[src/rtl/alu_result_buffer.sv]
// alu_result_buffer
//   Result FIFO placed after the combinational ALU shift unit. Each accepted
//   result is stored with its zero flag and op tag. The head entry is offered to
//   the writeback consumer through a valid/ready handshake. The producer cannot
//   stall, so pushes refused while full are counted in a saturating drop counter.
//   A sticky zero flag records that any accepted result was zero.
//
// Ports
//   clk, rst          clock, asynchronous active-high reset
//   in_valid/in_ready producer handshake; in_ready depends only on registered count
//   in_result/zero/tag producer payload
//   out_valid/ready   consumer handshake; out_valid = (count != 0)
//   out_result/zero/tag head payload, forced to 0 while empty
//   count             occupancy 0..DEPTH
//   zero_sticky       set by an accepted push with in_zero; sticky_clr clears it
//   drop_cnt          saturating count of refused pushes
module alu_result_buffer #(
  parameter int DATA_W = 32,
  parameter int DEPTH  = 4,
  parameter int TAG_W  = 4
) (
  input  logic                      clk,
  input  logic                      rst,
  input  logic                      in_valid,
  output logic                      in_ready,
  input  logic signed [DATA_W-1:0]  in_result,
  input  logic                      in_zero,
  input  logic [TAG_W-1:0]          in_tag,
  output logic                      out_valid,
  input  logic                      out_ready,
  output logic signed [DATA_W-1:0]  out_result,
  output logic                      out_zero,
  output logic [TAG_W-1:0]          out_tag,
  output logic [$clog2(DEPTH):0]    count,
  output logic                      zero_sticky,
  input  logic                      sticky_clr,
  output logic [7:0]                drop_cnt
);

  localparam int PW = $clog2(DEPTH);
  localparam int CW = PW + 1;

  function automatic logic [7:0] sat_inc8(input logic [7:0] v);
    return (v == 8'hFF) ? v : v + 8'd1;
  endfunction

  logic signed [DATA_W-1:0] mem_result [DEPTH];
  logic                     mem_zero   [DEPTH];
  logic [TAG_W-1:0]         mem_tag    [DEPTH];

  logic [PW-1:0] wr_ptr;
  logic [PW-1:0] rd_ptr;
  logic          push;
  logic          pop;
  logic          drop;

  // Handshake decode from registered occupancy only (no ready-through-pop)
  always_comb begin
    in_ready  = (count != CW'(DEPTH));
    out_valid = (count != '0);
    push      = in_valid && in_ready;
    pop       = out_valid && out_ready;
    drop      = in_valid && !in_ready;
  end

  // Storage write; contents need no reset because reads are gated by count
  always_ff @(posedge clk) begin
    if (push) begin
      mem_result[wr_ptr] <= in_result;
      mem_zero[wr_ptr]   <= in_zero;
      mem_tag[wr_ptr]    <= in_tag;
    end
  end

  // Control state; DEPTH is a power of two so pointers wrap naturally
  always_ff @(posedge clk or posedge rst) begin
    if (rst) begin
      wr_ptr      <= '0;
      rd_ptr      <= '0;
      count       <= '0;
      zero_sticky <= 1'b0;
      drop_cnt    <= 8'd0;
    end else begin
      if (push) wr_ptr <= wr_ptr + PW'(1);
      if (pop)  rd_ptr <= rd_ptr + PW'(1);
      if (push && !pop)      count <= count + CW'(1);
      else if (pop && !push) count <= count - CW'(1);
      if (push && in_zero)   zero_sticky <= 1'b1;
      else if (sticky_clr)   zero_sticky <= 1'b0;
      if (drop) drop_cnt <= sat_inc8(drop_cnt);
    end
  end

  // Head presentation, forced to zero while empty
  always_comb begin
    out_result = '0;
    out_zero   = 1'b0;
    out_tag    = '0;
    if (out_valid) begin
      out_result = mem_result[rd_ptr];
      out_zero   = mem_zero[rd_ptr];
      out_tag    = mem_tag[rd_ptr];
    end
  end

endmodule

[config.mk]
export PLATFORM = sky130hd
export DESIGN_NAME = alu_result_buffer
export DESIGN_NICKNAME = d
export VERILOG_FILES = /design/src/rtl/alu_result_buffer.sv
export SDC_FILE = /design/constraint.sdc
export NUM_CORES = 1
export LEC_CHECK = 0
export CORE_MARGIN = 4
export CORE_UTILIZATION = 54
export DETAILED_ROUTE_END_ITERATION = 8
export HOLD_SLACK_MARGIN = 0.15
export PLACE_DENSITY_LB_ADDON = 0.15
export REMOVE_ABC_BUFFERS = 1
export SETUP_SLACK_MARGIN = 0.4
export SLEW_MARGIN = 25
export SYNTH_ARGS = -nofsm -noshare
export SYNTH_HDL_FRONTEND = slang
export SYNTH_SLANG_ARGS = --single-unit
export TNS_END_PERCENT = 1
[constraint.sdc]
create_clock -name clk -period 2.85 [get_ports clk]
set_input_delay 0.4275 -clock clk [delete_from_list [all_inputs] [get_ports clk]]
set_output_delay 0.4275 -clock clk [all_outputs]
set_load 0.005 [all_outputs]
After elaboration in Yosys (flattened, before gate mapping)
Memory sizes are Yosys's and may differ from the RTL's.
Cells that the tools add are included.
{"block": "classes", "n_addsub": 5, "bitwise_logic": 1, "eq_ne": 2, "n_reduce_logical": 13, "n_mux": 9}
{"operator": "32-bit 2-to-1 mux", "count": 1}
{"operator": "8-bit by 1-bit adder with 8-bit output, second input constant", "count": 1}
{"operator": "8-bit equality test, second input constant", "count": 1}
{"operator": "1-bit logical AND", "count": 6}
{"operator": "3-bit 2-to-1 mux", "count": 2}
{"operator": "1-bit 2-to-1 mux", "count": 5}
{"operator": "2-bit by 1-bit adder with 2-bit output, second input constant", "count": 2}
{"operator": "4-bit 2-to-1 mux", "count": 1}
{"operator": "2-bit nonzero test", "count": 2}
{"operator": "3-bit by 1-bit adder with 3-bit output, second input constant", "count": 1}
{"operator": "1-bit logical NOT", "count": 3}
{"operator": "3-bit != test, second input constant", "count": 1}
{"operator": "3-bit nonzero test", "count": 1}
{"operator": "3-bit by 1-bit subtractor with 3-bit output, second input constant", "count": 1}
{"operator": "2-bit AND reduction", "count": 1}
{"operator": "1-bit inverter", "count": 1}
{"block": "totals", "input_bits": 42, "elab_cells": 38, "mem_bits_rw": 148, "reg_bits": 16, "mem_count": 3, "output_inout_bits": 51}
{"name": "mem_result", "words": 4, "word_bits": 32, "rd": 1, "rd_ports_with_merged_regs": 0, "write_ports": 1, "line": "47", "rtl": "logic signed [DATA_W-1:0] mem_result [DEPTH];"}
{"name": "mem_tag", "words": 4, "word_bits": 4, "rd": 1, "rd_ports_with_merged_regs": 0, "write_ports": 1, "line": "49", "rtl": "logic [TAG_W-1:0] mem_tag [DEPTH];"}
{"name": "mem_zero", "words": 4, "word_bits": 1, "rd": 1, "rd_ports_with_merged_regs": 0, "write_ports": 1, "line": "48", "rtl": "logic mem_zero [DEPTH];"}

Depth between registers and ports, before layout
{"block": "logic_depth", "ltp_word": 6, "depth_mapped": 10, "mapped_depth_nobuf": 9}

Worst setup path before layout
Ideal clock, no wire load.
{"block": "synth_path", "path_kind": "reg-to-reg", "startpoint": "register count[1]", "endpoint": "register count[2]", "setup_time_ps": 79, "path_stages_with_launch": 10, "setup_slack_ps": 664, "path_buffers": 1, "arrival_ps": 2106, "required_time_ps": 2771, "period_less_slack_ps": 2186, "path_cell_list": "dfrtp_1 -> or3_1 -> clkbuf_1 -> nand2_1 -> ha_1 -> inv_1 -> fa_1 -> xor2_1 -> nor2_1 -> xor2_1"}
{"block": "synth_between", "elab_chain_cells": 5, "word_cells_on_any_way": 13, "cone_classes": "2 x add/sub; 1 x eq/ne; 2 x mux; 8 x reduce/logical"}
{"element": "from (decl)", "line": "34", "rtl": "output logic [$clog2(DEPTH):0] count,"}
{"element": "from (signal assigned)", "line": "86", "rtl": "if (push && !pop) count <= count + CW'(1);"}
{"element": "from (signal assigned)", "line": "87", "rtl": "else if (pop && !push) count <= count - CW'(1);"}
{"element": "parallel branches: the longest is 5 deep, another holds 3-bit by 1-bit subtractor with 3-bit output"}
Parallel ways; which one is timed is not known. The select of a mux whose other input is x is not followed.
A chain may end at the register's enable or synchronous reset.

Worst setup path in the final report
{"block": "layout_path", "startpoint": "register rd_ptr[0]", "endpoint": "output out_result[26]"}
{"block": "layout_between", "elab_chain_cells": 2}
{"element": "from (decl)", "line": "52", "rtl": "logic [PW-1:0] rd_ptr;"}
{"element": "from (signal assigned)", "line": "85", "rtl": "if (pop) rd_ptr <= rd_ptr + PW'(1);"}
{"element": "memory read 4 x 32 bit"}
{"element": "32-bit 2-to-1 mux", "line": "99", "rtl": "if (out_valid) begin"}
{"element": "to (decl)", "line": "31", "rtl": "output logic signed [DATA_W-1:0] out_result,"}
Every way passes these cells.

==> impl_metrics.yaml <==
worst_setup_path:
  crit_arrival_ns: 2.20
  critical_path_class: "reg -> out"
  critical_path_buf_inv_count: 3
  r2r-end: "count[2]"
  crit_required_ns: 2.42
  path_cells: "buf_6 > buf_12 > mux4_2 > and2_1 > clkdlybuf4s50_1"
  critical_path.max_fanout: 5
  critPathCaptureType: "output port"
  cp_top_family: "buffers and inverters"
  reg2reg_depth: 9
  slowest_delay_ns: 0.49
  cp_slowest_cell: "mux4_2"
  regToRegSetupSlack_ns: 0.54
  startpoint_type: "flop"
  r2r_start: "count[1]"
drt:
  viasPerCell: 5.59
  drc: 0
  ant_nets: 0
  wl_per_cell_um: 21.5
  drtPass1Iterations: 4
  vias: 3262
  drtIter0Drc: 250
  totalWireLength_mm: 12.5
floorplanning:
  start_util: 0.557
  ioPinCount: 93
  dieWidth_um: 117
  fp-row-count: 39
  die_area_um2: 13700
  die_h_um: 117
  core_um2: 11500
final_layout:
  drive_gt1_frac: 0.238
  mostFrequentLayoutCell: "edfxtp_1"
  diodes: 0
  final_nets: 477
  fin_area_um2: 8350
  layout.cells.most_common_list: "edfxtp_1, clkdlybuf4s50_1, and2_1, mux4_2, dlygate4sd2_1"
  areaGrowthSynthToFinish_pct: 30.2
placed_design:
  hpwl_mm: 7.30
  dpl-instance-area_um2: 7620
  io_buffers: 92
  place_ws_ns: 0.468
  place_congestion: 0.734
synth:
  synth_cell_types: 29
  avgSynthCellArea_um2: 20.7
  synth_top_area_frac: 0.693
  syn_area_um2: 6410
  ys_seq_area_frac: 0.756
  synth_top_area_cell: "edfxtp_1"
  ys_ff_latch: 164
  yosys_warnings: 0
  synthTopCellsByArea: "edfxtp_1, mux4_2, dfrtp_1"
  syn_inst: 309
pwr:
  total_power_uw: 8750
  power.density_nw_per_um2: 1050
  leakagePower_uw: 0.00295
  peakVddDrop_mv: 0.604
sta:
  slew_headroom: 0.576
  fin_crit_ns: 2.62
  setup_viol: 0
  setup_ws_ns: 0.227
  post-route-period-util: 0.920
  holdWs_ns: 0.379
  final.setup.tns_ns: 0
  rsz0062_at_grt: "true"
  worst_pin_slew_ns: 0.635
  hold_viol: 0
  max_freq_mhz: 381
  slew_viol_final: 0
  fin_worst_skew_ns: 0.00811
global_routing:
  gr-usage-met3: 0.0684
  antenna_found_initial: 1
  grt_max_degree: 38
  overflow: 0
  gr-usage-all-layers: 0.201
  grt_pass1_vias: 3546
  grt_pass1_wl_mm: 19.4
  top_usage_layer: "met2"
  met1_usage: 0.253
  met2_usage: 0.322
clocking:
  clock_latency_ns: 0.43
  cts_tree: "yes"
  clkSinkCount: 164
  cts-root-buf: "clkbuf_16"
  numCtsBuffers: 17
  cts_htree_levels: 4
  cts_buffer_depth: 2
  clk_pin_slew_ns: 0.07
status:
  run_status: "finished, final reports clean"
worst_hold_path:
  hp-class: "in -> async"
run:
  cap_violations: 0
==> how the worst max path moves through the flow <==
| stage | start | to | slack (ns) | cells past startpoint |
|---|---|---|---|---|
| 6_report | rd_ptr[0] | out_result[26] | 0.23 | 5 |
| 5_1_grt | rd_ptr[0] | out_result[26] | 0.17 | 5 |
| 4_1_cts | rd_ptr[0] | out_result[7] | 0.22 | 5 |
| 3_5_place_dp | in_valid | count[2] | 0.47 | 8 |
| 3_3_place_gp | in_valid | count[2] | 0.49 | 8 |
| 2_1_floorplan | rd_ptr[0] | out_result[0] | 0.01 | 2 |
==> registers in the layout, summed over array words and instances, names as in the netlist <==
signal / cells
mem_result: 128
mem_tag: 16
drop_cnt: 8
mem_zero: 4
count: 3
rd_ptr: 2
wr_ptr: 2
zero_sticky: 1
==> area by class of cell <==
cell class	instances	area [um2]
tap	143	179
sequential	164	4850
clock inverter	13	124
timing repair buffer	113	1240
clock buffer	19	453
multi-input combinational	127	1480
fill	697	3170
inverter	5	18.8
==> cells by family after synthesis <==
group / share of synthesized area
XOR/XNOR: 0.0123
buffers and inverters: 0.0146
AND/OR/NAND/NOR: 0.0562
AO/OA/AOI/OAI: 0.00742
adder cells (fa/ha/maj): 0.0148
flip-flops: 0.756
multiplexers: 0.139
==> synth_stat cells, drive strengths merged <==
cell type  count
a21oi          3
a22o           1
a31oi          1
and2          38
and3           6
and4bb         1
buf            7
clkbuf         6
dfrtp         16
edfxtp       148
fa             1
ha             6
inv            5
mux2           5
mux4          37
nand2          6
nand3          3
nand4          1
nor2           3
nor2b          1
nor3           1
o21ai          2
o21bai         1
or3            1
xnor2          7
xor2           2
==> power breakdown <==
group,switching (uW),internal [uW],total [uW]
Clock,920,1260,2180
Sequential,215,3190,3400
Combinational,1270,1900,3170
==> layer usage <==
metal | share of wire | vias up
met3 | 0.063 | 21
met4 | 0.018 | 2
met2 | 0.51 | 101
met1 | 0.41 | 1661
li1 | - | 1477
met5 | 0.0010 | -
==> repair_timing <==
action	CTS	global route
hold buffers	0	0
resized for setup	46	2
setup endpoints to repair	38	39
cloned	3	0
buffers inserted	8	0
==> per-stage QoR <==
stage | instances | util
3_3_place_gp | 541 | 0.661
2_1_floorplan | 296 | -
5_1_grt | 584 | 0.725
3_5_place_dp | 541 | 0.661
6_report | 584 | 0.725
4_1_cts | 584 | 0.724
Note: power is estimated with default switching activity, not from simulation.
